==> config.mk <==
export PLATFORM = sky130hd
export DESIGN_NAME = event_trigger_pattern_recorder
export DESIGN_NICKNAME = d
export VERILOG_FILES = /design/src/rtl/event_trigger_pattern_recorder.sv
export SDC_FILE = /design/constraint.sdc
export NUM_CORES = 1
export LEC_CHECK = 0
export CAP_MARGIN = 30
export CORE_MARGIN = 8
export CORE_UTILIZATION = 45
export DETAILED_ROUTE_END_ITERATION = 6
export PLACE_DENSITY = 0.65
export REMOVE_ABC_BUFFERS = 1
export SYNTH_ARGS = -nofsm -noshare
export SYNTH_HDL_FRONTEND = slang
export SYNTH_SLANG_ARGS = --single-unit
==> constraint.sdc <==
create_clock -name clk_i -period 2.8 [get_ports clk_i]
set_input_delay 0.42 -clock clk_i [delete_from_list [all_inputs] [get_ports clk_i]]
set_output_delay 0.42 -clock clk_i [all_outputs]
set_load 0.005 [all_outputs]
==> src/rtl/event_trigger_pattern_recorder.sv <==
// event_trigger_pattern_recorder
//
// Turns trigger levels into registered one-cycle flags and, after each
// accepted event, collects a coincidence pattern over a programmable
// window. Each {event number, pattern} record goes into a small
// first-word-fall-through FIFO that is read out with valid/ready.
//
// Ports
//   clk_i            system clock, rising edge
//   rst_n_i          synchronous active-low reset
//   enable_i         allow new events to be accepted
//   g_trigger_i      combined trigger level
//   triggers_i       individual trigger levels
//   window_i         coincidence window length, sampled at acceptance
//   event_flag_o     one-cycle pulse per accepted event
//   trig_flag_o      one-cycle pulse per rising edge of each trigger bit
//   busy_o           an event is being collected or pushed
//   rec_valid_o      FIFO head record valid
//   rec_ready_i      consumer takes the head record
//   rec_evnum_o      head record event number
//   rec_pattern_o    head record trigger pattern
//   fifo_count_o     records held
//   overflow_count_o saturating count of dropped records
module event_trigger_pattern_recorder #(
    parameter int NUM_TRIGGERS = 4,
    parameter int WINDOW_W     = 4,
    parameter int EVNUM_W      = 16,
    parameter int DEPTH_LOG2   = 2
) (
    input  logic                    clk_i,
    input  logic                    rst_n_i,
    input  logic                    enable_i,
    input  logic                    g_trigger_i,
    input  logic [NUM_TRIGGERS-1:0] triggers_i,
    input  logic [WINDOW_W-1:0]     window_i,
    output logic                    event_flag_o,
    output logic [NUM_TRIGGERS-1:0] trig_flag_o,
    output logic                    busy_o,
    output logic                    rec_valid_o,
    input  logic                    rec_ready_i,
    output logic [EVNUM_W-1:0]      rec_evnum_o,
    output logic [NUM_TRIGGERS-1:0] rec_pattern_o,
    output logic [DEPTH_LOG2:0]     fifo_count_o,
    output logic [7:0]              overflow_count_o
);

    localparam int DEPTH = 1 << DEPTH_LOG2;
    localparam logic [DEPTH_LOG2:0] FULL_COUNT = (DEPTH_LOG2+1)'(DEPTH);

    typedef enum logic [1:0] {
        S_IDLE,
        S_WINDOW,
        S_PUSH
    } state_t;

    state_t state_q;
    state_t state_d;

    // ------------------------------------------------------------
    // Edge detection
    // ------------------------------------------------------------
    logic                    g_d_q;
    logic [NUM_TRIGGERS-1:0] trig_d_q;
    logic                    g_edge;
    logic [NUM_TRIGGERS-1:0] trig_edge;

    // The delayed copies track the inputs during reset as well, so a
    // level that is already high at release is not seen as an edge.
    always_ff @(posedge clk_i) begin
        g_d_q    <= g_trigger_i;
        trig_d_q <= triggers_i;
    end

    assign g_edge    = g_trigger_i & ~g_d_q;
    assign trig_edge = triggers_i & ~trig_d_q;

    // ------------------------------------------------------------
    // Control FSM
    // ------------------------------------------------------------
    logic                    accept;
    logic                    rec_push;
    logic [WINDOW_W-1:0]     cnt_q;
    logic [NUM_TRIGGERS-1:0] pattern_q;
    logic [EVNUM_W-1:0]      evnum_q;

    always_ff @(posedge clk_i) begin
        if (!rst_n_i) begin
            state_q <= S_IDLE;
        end else begin
            state_q <= state_d;
        end
    end

    always_comb begin
        state_d  = state_q;
        accept   = 1'b0;
        rec_push = 1'b0;
        unique case (state_q)
            S_IDLE: begin
                if (g_edge && enable_i) begin
                    accept = 1'b1;
                    if (window_i == '0) begin
                        state_d = S_PUSH;
                    end else begin
                        state_d = S_WINDOW;
                    end
                end
            end
            S_WINDOW: begin
                if (cnt_q == WINDOW_W'(1)) begin
                    state_d = S_PUSH;
                end
            end
            S_PUSH: begin
                rec_push = 1'b1;
                state_d  = S_IDLE;
            end
            default: begin
                state_d = S_IDLE;
            end
        endcase
    end

    assign busy_o = (state_q != S_IDLE);

    // ------------------------------------------------------------
    // FIFO status (needed by the datapath for drop accounting)
    // ------------------------------------------------------------
    logic [DEPTH_LOG2-1:0] wr_ptr_q;
    logic [DEPTH_LOG2-1:0] rd_ptr_q;
    logic [DEPTH_LOG2:0]   count_q;
    logic                  fifo_full;
    logic                  fifo_wr;
    logic                  fifo_rd;

    // Fullness is judged before any same-cycle pop, so a push into a
    // full FIFO is dropped even if the head is leaving on this clock.
    assign fifo_full = (count_q == FULL_COUNT);
    assign fifo_wr   = rec_push & ~fifo_full;
    assign fifo_rd   = rec_valid_o & rec_ready_i;

    // ------------------------------------------------------------
    // Event datapath and flags
    // ------------------------------------------------------------
    logic                    event_flag_q;
    logic [NUM_TRIGGERS-1:0] trig_flag_q;
    logic [7:0]              overflow_q;

    always_ff @(posedge clk_i) begin
        if (!rst_n_i) begin
            event_flag_q <= 1'b0;
            trig_flag_q  <= '0;
            pattern_q    <= '0;
            cnt_q        <= '0;
            evnum_q      <= '0;
            overflow_q   <= '0;
        end else begin
            event_flag_q <= accept;
            trig_flag_q  <= trig_edge;

            if (accept) begin
                pattern_q <= trig_edge;
                cnt_q     <= window_i;
            end else if (state_q == S_WINDOW) begin
                pattern_q <= pattern_q | trig_edge;
                cnt_q     <= cnt_q - WINDOW_W'(1);
            end

            // Dropped records still consume an event number so the
            // loss shows up as a gap downstream.
            if (rec_push) begin
                evnum_q <= evnum_q + EVNUM_W'(1);
                if (fifo_full && (overflow_q != 8'hFF)) begin
                    overflow_q <= overflow_q + 8'd1;
                end
            end
        end
    end

    assign event_flag_o     = event_flag_q;
    assign trig_flag_o      = trig_flag_q;
    assign overflow_count_o = overflow_q;

    // ------------------------------------------------------------
    // Record FIFO
    // ------------------------------------------------------------
    logic [EVNUM_W-1:0]      mem_evnum   [DEPTH];
    logic [NUM_TRIGGERS-1:0] mem_pattern [DEPTH];

    always_ff @(posedge clk_i) begin
        if (rst_n_i && fifo_wr) begin
            mem_evnum[wr_ptr_q]   <= evnum_q;
            mem_pattern[wr_ptr_q] <= pattern_q;
        end
    end

    always_ff @(posedge clk_i) begin
        if (!rst_n_i) begin
            wr_ptr_q <= '0;
            rd_ptr_q <= '0;
            count_q  <= '0;
        end else begin
            if (fifo_wr) begin
                wr_ptr_q <= wr_ptr_q + DEPTH_LOG2'(1);
            end
            if (fifo_rd) begin
                rd_ptr_q <= rd_ptr_q + DEPTH_LOG2'(1);
            end
            unique case ({fifo_wr, fifo_rd})
                2'b10:   count_q <= count_q + (DEPTH_LOG2+1)'(1);
                2'b01:   count_q <= count_q - (DEPTH_LOG2+1)'(1);
                default: count_q <= count_q;
            endcase
        end
    end

    assign rec_valid_o  = (count_q != '0);
    assign fifo_count_o = count_q;

    // Storage is not reset; the head is masked so an empty FIFO
    // always presents zeros.
    assign rec_evnum_o   = rec_valid_o ? mem_evnum[rd_ptr_q] : '0;
    assign rec_pattern_o = rec_valid_o ? mem_pattern[rd_ptr_q] : '0;

endmodule

* Yosys cells after proc, flatten, opt, wreduce, memory -nomap -nowiden *
Memories as Yosys holds them, arrays and structs flattened. A register that Yosys moved wholly into a read port is not among the register bits.
Index checks and enable logic that the tools add are counted.

word-level totals
  flip-flop bits (word level) = 51
  bits in writable memories = 80
  output and inout bits = 38
  memories kept = 2

memories
  memory       words  width  read ports  clocked after Yosys merged registers in  wr ports  RTL line  text
  mem_evnum    4      16     1           1                                        1         187       logic [EVNUM_W-1:0] mem_evnum [DEPTH];
  mem_pattern  4      4      1           1                                        1         188       logic [NUM_TRIGGERS-1:0] mem_pattern [DEPTH];

cells by class
  $add $sub $neg = 7
  equality and inequality tests = 9
  muxes and demuxes = 20
  bitwise gates (word level) = 8
  reduce and logical (&&, ||, !) cells = 11

operator list
  kind                                                  count
  two-way mux 4 bit                                     5
  adder 16 x 1 -> 16 bit (second input constant)        1
  two-way mux 16 bit                                    1
  two-way mux 2 bit                                     7
  adder 8 x 1 -> 8 bit (second input constant)          1
  != test 8 bit (second input constant)                 1
  case mux 3 bit (2 select lines)                       1
  nonzero test 2 bit                                    3
  two-way mux 1 bit                                     5
  adder 2 x 1 -> 2 bit (second input constant)          2
  bitwise AND 4 bit                                     1
  equality test 2 x 1 -> 1 bit (second input constant)  2
  equality test 2 bit (second input constant)           2
  equality test 4 x 1 -> 1 bit (second input constant)  1
  logical NOT 4 bit                                     1
  != test 2 bit (second input constant)                 2
  inverter 4 bit                                        1
  OR 4 bit                                              1
  case mux 2 bit (2 select lines)                       1
  AND reduction 2 bit                                   2
  subtractor 4 x 1 -> 4 bit (second input constant)     1
  adder 3 x 1 -> 3 bit (second input constant)          1
  bitwise AND 1 bit                                     3
  equality test 3 bit (second input constant)           1
  5 further kinds                                       8

* Logic depth before layout (Yosys ltp) *
Gate-level depths: netlist (run 1).

  depth after elaboration = 6
  gate-level depth with buffers = 11

* Worst setup path after synthesis (run 1) *
OpenSTA, ideal clock, no wires.

  path kind = register to register
  start point = register count_q[0], in the netlist fifo_count_o[0]
  end point = register count_q[2], in the netlist fifo_count_o[2]
  arrival = 2095 ps
  required time = 2730 ps
  slack = 635 ps
  stages on the path, launching flop included = 11
  buffers on the path = 1
  period minus slack after synthesis = 2165 ps
  path through = dfxtp_1 nor3b_2 nor2b_1 buf_2 inv_1 ha_1 inv_1 fa_1 xor2_1 or3_1 a21oi_1

between the ends
  word-level cells in the longest chain between the ends = 5
  elaborated cells between the ends (all ways) = 11
  classes of those cells = add/sub: 2; eq/ne: 3; mux: 1; bitwise: 3; reduce/logical: 2

RTL lines
  item                                                                   RTL line  text
  start: declaration                                                     131       logic [DEPTH_LOG2:0] count_q;
  start signal: assignment                                               210       2'b10: count_q <= count_q + (DEPTH_LOG2+1)'(1);
  start signal: assignment                                               211       2'b01: count_q <= count_q - (DEPTH_LOG2+1)'(1);
  start signal: assignment                                               212       default: count_q <= count_q;
  equality test 3 bit                                                    138       assign fifo_full = (count_q == FULL_COUNT);
  inverter 1 bit                                                         139       assign fifo_wr = rec_push & ~fifo_full;
  bitwise AND 1 bit                                                      139
  equality test 2 x 1 -> 1 bit or equality test 2 bit (tied branches)    209       unique case ({fifo_wr, fifo_rd})
  case mux 3 bit (2 select lines) or nonzero test 2 bit (tied branches)  n/a

Parallel ways exist; a longest one is shown, timed or not.
A chain may end at the register's enable or synchronous reset.

==> results of run 1 <==
==> synthesized netlist by cell type (all sizes together), types with 2 or more instances <==
cell and n:
or2 2, nand2 12, a32oi 3, nor4 4, and2 22, dfxtp 53
nor2 30, xor2 10, clkbuf 9, o211ai 2, o31ai 2, nand2b 5
mux4 20, nor3 4, buf 5, nor2b 2, nand3 13, edfxtp 80
nand4 5, ha 9, or3 5, mux2i 6, xnor2 8, nand3b 3
or4 3, inv 13, nor3b 7, o21ai 6, a21oi 12, and3 6
==> layer usage <==
metal | up-vias | global-route usage | part of all wire
li1 | 1524 | - | -
met1 | 1551 | 0.156 | 0.43
met2 | 87 | 0.207 | 0.48
met3 | 13 | 0.0545 | 0.070
met4 | 0 | 0.0574 | 0.014
met5 | - | 0 | 0
==> flip-flops by register name (all words and copies together) (netlist names), named ones only <==
register,count
mem_evnum,64
state_q,2
g_d_q,1
fifo_count_o,3
pattern_q,4
trig_d_q,4
overflow_count_o,8
event_flag_o,1
cnt_q,4
evnum_q,16
wr_ptr_q,2
trig_flag_o,4
rd_ptr_q,2
mem_pattern,16
==> worst max-delay path, stage by stage (launching register included) <==
cell	delay, ns
dfxtp_1	0.35
buf_12	0.22
mux4_2	0.55
and2_1	0.17
clkdlybuf4s50_1	0.44
==> power by group through the flow <==
stage	registers (uW)	clock network [uW]	logic (uW)
2_1_floorplan	2130	0	55.3
3_3_place_gp	2130	0	119
3_5_place_dp	2130	0	121
4_1_cts	2090	2220	122
5_1_grt	2090	2300	132
6_report	2090	2180	120
==> worst paths after layout <==
check	start	endpoint	slack, ns	cells past startpoint
min	trig_d_q[1]	trig_flag_o[1]	0.41	1
max	flop	rec_evnum_o[1]	0.25	4
max reg2reg	fifo_count_o[2]	fifo_count_o[2]	0.56	9
min reg2reg	trig_d_q[1]	trig_flag_o[1]	0.41	1
==> layout make-up <==
type,count,area [um^2],area share
multi-input combinational,211,1720,0.259
timing repair buffer,66,633,0.0955
sequential,133,3460,0.522
clock inverter,14,160,0.0241
clock buffer,18,429,0.0647
tap,143,179,0.0270
inverter,13,48.8,0.00736
==> through the flow <==
| stage | util | hold slack (ns) | setup slack [ns] |
|---|---|---|---|
| 3_3_place_gp | 0.527 | 0.393 | 0.493 |
| 3_5_place_dp | 0.527 | 0.396 | 0.422 |
| 6_report | 0.578 | 0.406 | 0.254 |
| 4_1_cts | 0.578 | 0.407 | 0.206 |
| 2_1_floorplan | - | 0.384 | 0.512 |
| 5_1_grt | 0.578 | 0.431 | 0.166 |
==> kinds of logic (layout without fill, tap and decap cells) <==
logic type	after synthesis	after routing	share of synthesized area
flip-flops	133	133	0.655
AND/OR/NAND/NOR	125	125	0.132
AO/OA/AOI/OAI	32	32	0.0421
buffers and inverters	27	111	0.0203
multiplexers	26	26	0.0965
XOR/XNOR	18	18	0.0298
adder cells (fa/ha/maj)	10	10	0.0251
==> out/summary.txt, run 1 <==
status: completed
DRC viols: 0
wire length per cell: 16.3 um
cells after synthesis: 371
Worst Hold Class: flop to flop
grt total ovfl: 0
Initial Util: 0.461
fmax: 393 MHz
diode count: 0
ratio of cells with drive above 1 in the final layout: 0.160
CP required: 2.38 ns
Critical Path Start Type: flop
Int Pwr: 3530 uW
Clock Pin Slew Worst Setup and Hold Paths: 0.05 ns
most frequent cells in the layout: edfxtp_1, dfxtp_1, clkdlybuf4s50_1
wirelength, routed: 9760 um
FILL cells: 948
clk root buf: clkbuf_16
Setup violations, final: 0
first-pass GRT wire length: 16,300 um
Crit. End Element: primary output
vias in the first global route: 3,199
fin crit period: 2.55 ns
Synth top area share: 0.454
cells resized by post-CTS repair: 0
drt pass-1 iters: 4
Comb power frac: 0.027
IO Count: 51
Worst Setup Path Type: flop to primary output
PortBufs: 50
Layout Nets: 465
Non-Filler Instances: 598
ranking of synthesized cells by area: edfxtp_1, dfxtp_1, mux4_2, and2_1, ha_1
vias per cell: 5.31
area leader, netlist: edfxtp_1
sequential fraction of the synthesis area: 0.655
hold-fix buffers at CTS: 0
Worst Max-Slew Pin Slew: 0.479 ns
Setup TNS Final: 0 ns
Post-DP Area: 6040 um^2
Synth Flop Type: edfxtp_1
Clock power frac: 0.497
placed cells: 566
Die Width: 124 um
RD Place Congestion: 0.776
RSZ-0062 raised after global routing: no
Post-synth EDFFs: 80
area of the core: 11,500 um^2
period utilization: 0.909
max-cap violation count: 0
# H-tree levels: 4
cell area after synthesis: 5290 um^2
power per cell area: 661 nW/um^2
die area: 15,500 um^2
Antenna Violating Nets Remaining: 0
Hold Fails Final Rpt: 0
Cell Rows: 39
Critical Path AT: 2.13 ns
gr usage total: 0.132
Initial DRC Count: 104
max_slew headroom: 0.677
P_sw: 859 uW
Sw Share: 0.196
Worst Clk Skew: 0.00561 ns
most common cell after layout, fill and taps aside: edfxtp_1
Synthesis Warnings: 0
HPWL after DPL: 6380 um
total design power: 4390 uW
fin. max-slew vios: 0
sequential share of power: 0.476
routed vias: 3,175
maximum VDD drop: 0.000430 V
fin area: 6630 um^2
initial antenna violation count: 0
Max clock buf depth: 2
library cells used by synthesis: 44
clock sinks: 133
Die Y: 124 um
TritonCTS clock tree: yes
Synth Area per Inst: 14.3 um^2
CTS buffer count: 17
P_leak: 0.00227 uW
worst-path fanout max: 20
worst skew pair latency: 0.41 ns
largest net degree at the start of global routing: 31
Post-CTS Setup Bufs: 0
register bit total from synthesis: 133
Layout area overhead: 25.4%
ys async rst share: 0
Power figures use the tool's default switching activity.
==> run 2: changes to the inputs <==
CORE_MARGIN = unset   (was 8)
SLEW_MARGIN = 30   (was unset)
==> out/summary.txt, run 2 (same netlist as run 1, synthesis figures left out) <==
status: completed
Layout area overhead: 24.0%
RSZ-0062 raised after global routing: no
vias in the first global route: 3,171 (-0.88%)
Crit. End Element: primary output
hold-fix buffers at CTS: 0 (unchanged)
max_slew headroom: 0.650 (-0.0272)
P_leak: 0.00224 uW (-1.1%)
max-cap violation count: 0 (unchanged)
largest registers: mem_evnum (64), evnum_q (16), mem_pattern (16)
PortBufs: 50 (unchanged)
Post-DP Area: 6010 um^2 (-0.62%)
diode count: 0 (unchanged)
ratio of cells with drive above 1 in the final layout: 0.156 (-0.00488)
wire length per cell: 15.4 um (-5.6%)
post-layout util: 0.575 (-0.00377)
TritonCTS clock tree: yes
most common cell after layout, fill and taps aside: edfxtp_1
Die Width: 110 um (-11%)
wirelength, routed: 9140 um (-6.4%)
area of the core: 11,400 um^2 (-0.42%)
largest net degree at the start of global routing: 27 (-13%)
maximum VDD drop: 0.000476 V (+11%)
Setup violations, final: 0 (unchanged)
fin area: 6560 um^2 (-1.1%)
Critical Path AT: 2.13 ns (about the same)
routed vias: 3,119 (-1.8%)
CP required: 2.38 ns (about the same)
Antenna Violating Nets Remaining: 0 (unchanged)
Critical Path Start Type: flop
Clock Pin Slew Worst Setup and Hold Paths: 0.06 ns (about the same)
gr usage total: 0.162 (+0.0303)
fin crit period: 2.55 ns (+0.00218 ns)
CTS buffer count: 17 (unchanged)
initial antenna violation count: 0 (unchanged)
Clock power frac: 0.482 (-0.015)
fmax: 392 MHz (about the same)
Worst Clk Skew: 0.00884 ns (+0.00323 ns)
Max clock buf depth: 2 (unchanged)
Setup TNS Final: 0 ns (unchanged)
Worst Max-Slew Pin Slew: 0.524 ns (+0.0453 ns)
max reg flops: 64 (unchanged)
drt pass-1 iters: 5 (+1)
worst skew pair latency: 0.41 ns (about the same)
first-pass GRT wire length: 15,300 um (-6.1%)
# H-tree levels: 4 (unchanged)
Die Y: 110 um (-11%)
Layout Nets: 460 (-1.1%)
P_sw: 900 uW (+4.8%)
Comb power frac: 0.028 (about the same)
die area: 12,200 um^2 (-21%)
power per cell area: 649 nW/um^2 (-1.9%)
total design power: 4260 uW (-3.0%)
period utilization: 0.910 (about the same)
Top reg by flops: mem_evnum
worst-path fanout max: 20 (unchanged)
clock sinks: 133 (unchanged)
Hold Fails Final Rpt: 0 (unchanged)
most frequent cells in the layout: edfxtp_1, dfxtp_1, clkdlybuf4s50_1
fin. max-slew vios: 0 (unchanged)
Cell Rows: 39 (unchanged)
sequential share of power: 0.490 (+0.014)
Worst Setup Path Type: flop to primary output
DRC viols: 0 (unchanged)
IO Count: 51 (unchanged)
cells resized by post-CTS repair: 0 (unchanged)
Post-CTS Setup Bufs: 0 (unchanged)
clk root buf: clkbuf_16
Worst Hold Class: flop to flop
grt total ovfl: 0 (unchanged)
RD Place Congestion: 0.784 (+1.0%)
Int Pwr: 3360 uW (-4.9%)
Initial DRC Count: 113 (+8.7%)
Sw Share: 0.212 (+0.0157)
vias per cell: 5.26 (-0.94%)
HPWL after DPL: 5640 um (-12%)
Initial Util: 0.463 (+0.00197)
==> run 2: cell types whose count changed in the layout (fill, tap and decap cells not counted), sizes merged <==
cell / previous run / this run
buf: 16 / 11
bufinv: 3 / 0
clkbuf: 18 / 20
clkinv: 6 / 2
clkinvlp: 4 / 1
inv: 14 / 22
==> run 2: path summary, 6_finish.rpt <==
check                                      from              end  slack (ns)  depth (start not counted)
worst min-delay path                trig_d_q[1]   trig_flag_o[1]        0.41                          1
worst max-delay path                       flop   rec_evnum_o[2]        0.25                          4
worst min register to register      trig_d_q[1]   trig_flag_o[1]        0.41                          1
worst max register to register  fifo_count_o[2]  fifo_count_o[2]        0.59                          9
==> run 2: per-stage QoR <==
stage	hold WS, ns	std cells	worst slack (ns)
after floorplan	0.384	357	0.512
after global placement	0.401	561	0.496
after detailed placement	0.398	561	0.452
after CTS	0.408	593	0.206
after global routing	0.443	593	0.155
final	0.410	593	0.252
==> run 2: layout make-up <==
cell class | count | area [um^2]
repair buffers | 61 | 596
clock inverters | 12 | 87.6
well taps | 143 | 179
flip-flops and latches | 133 | 3460
clock buffers | 20 | 468
inverters | 13 | 48.8
fillers | 937 | 4860
multi-input cells | 211 | 1720
==> run 2: power by group through the flow <==
stage | clock network [uW] | logic [uW] | registers, uW
after floorplan | 0 | 55.3 | 2130
after global placement | 0 | 116 | 2130
after detailed placement | 0 | 119 | 2130
after CTS | 2100 | 119 | 2090
after global routing | 2180 | 129 | 2090
final | 2050 | 117 | 2090
==> run 2: critical path, cell delays in order, from the launching register on <==
cell and delay (ns):
dfxtp_1 0.35, buf_12 0.22, mux4_2 0.54, and2_1 0.17
clkdlybuf4s50_1 0.43
==> run 2: metal layers <==
layer  track usage  routed length, um
met1         0.195               4070
met2         0.274               4550
met3        0.0379                357
met4        0.0800                167
met5             0                  0
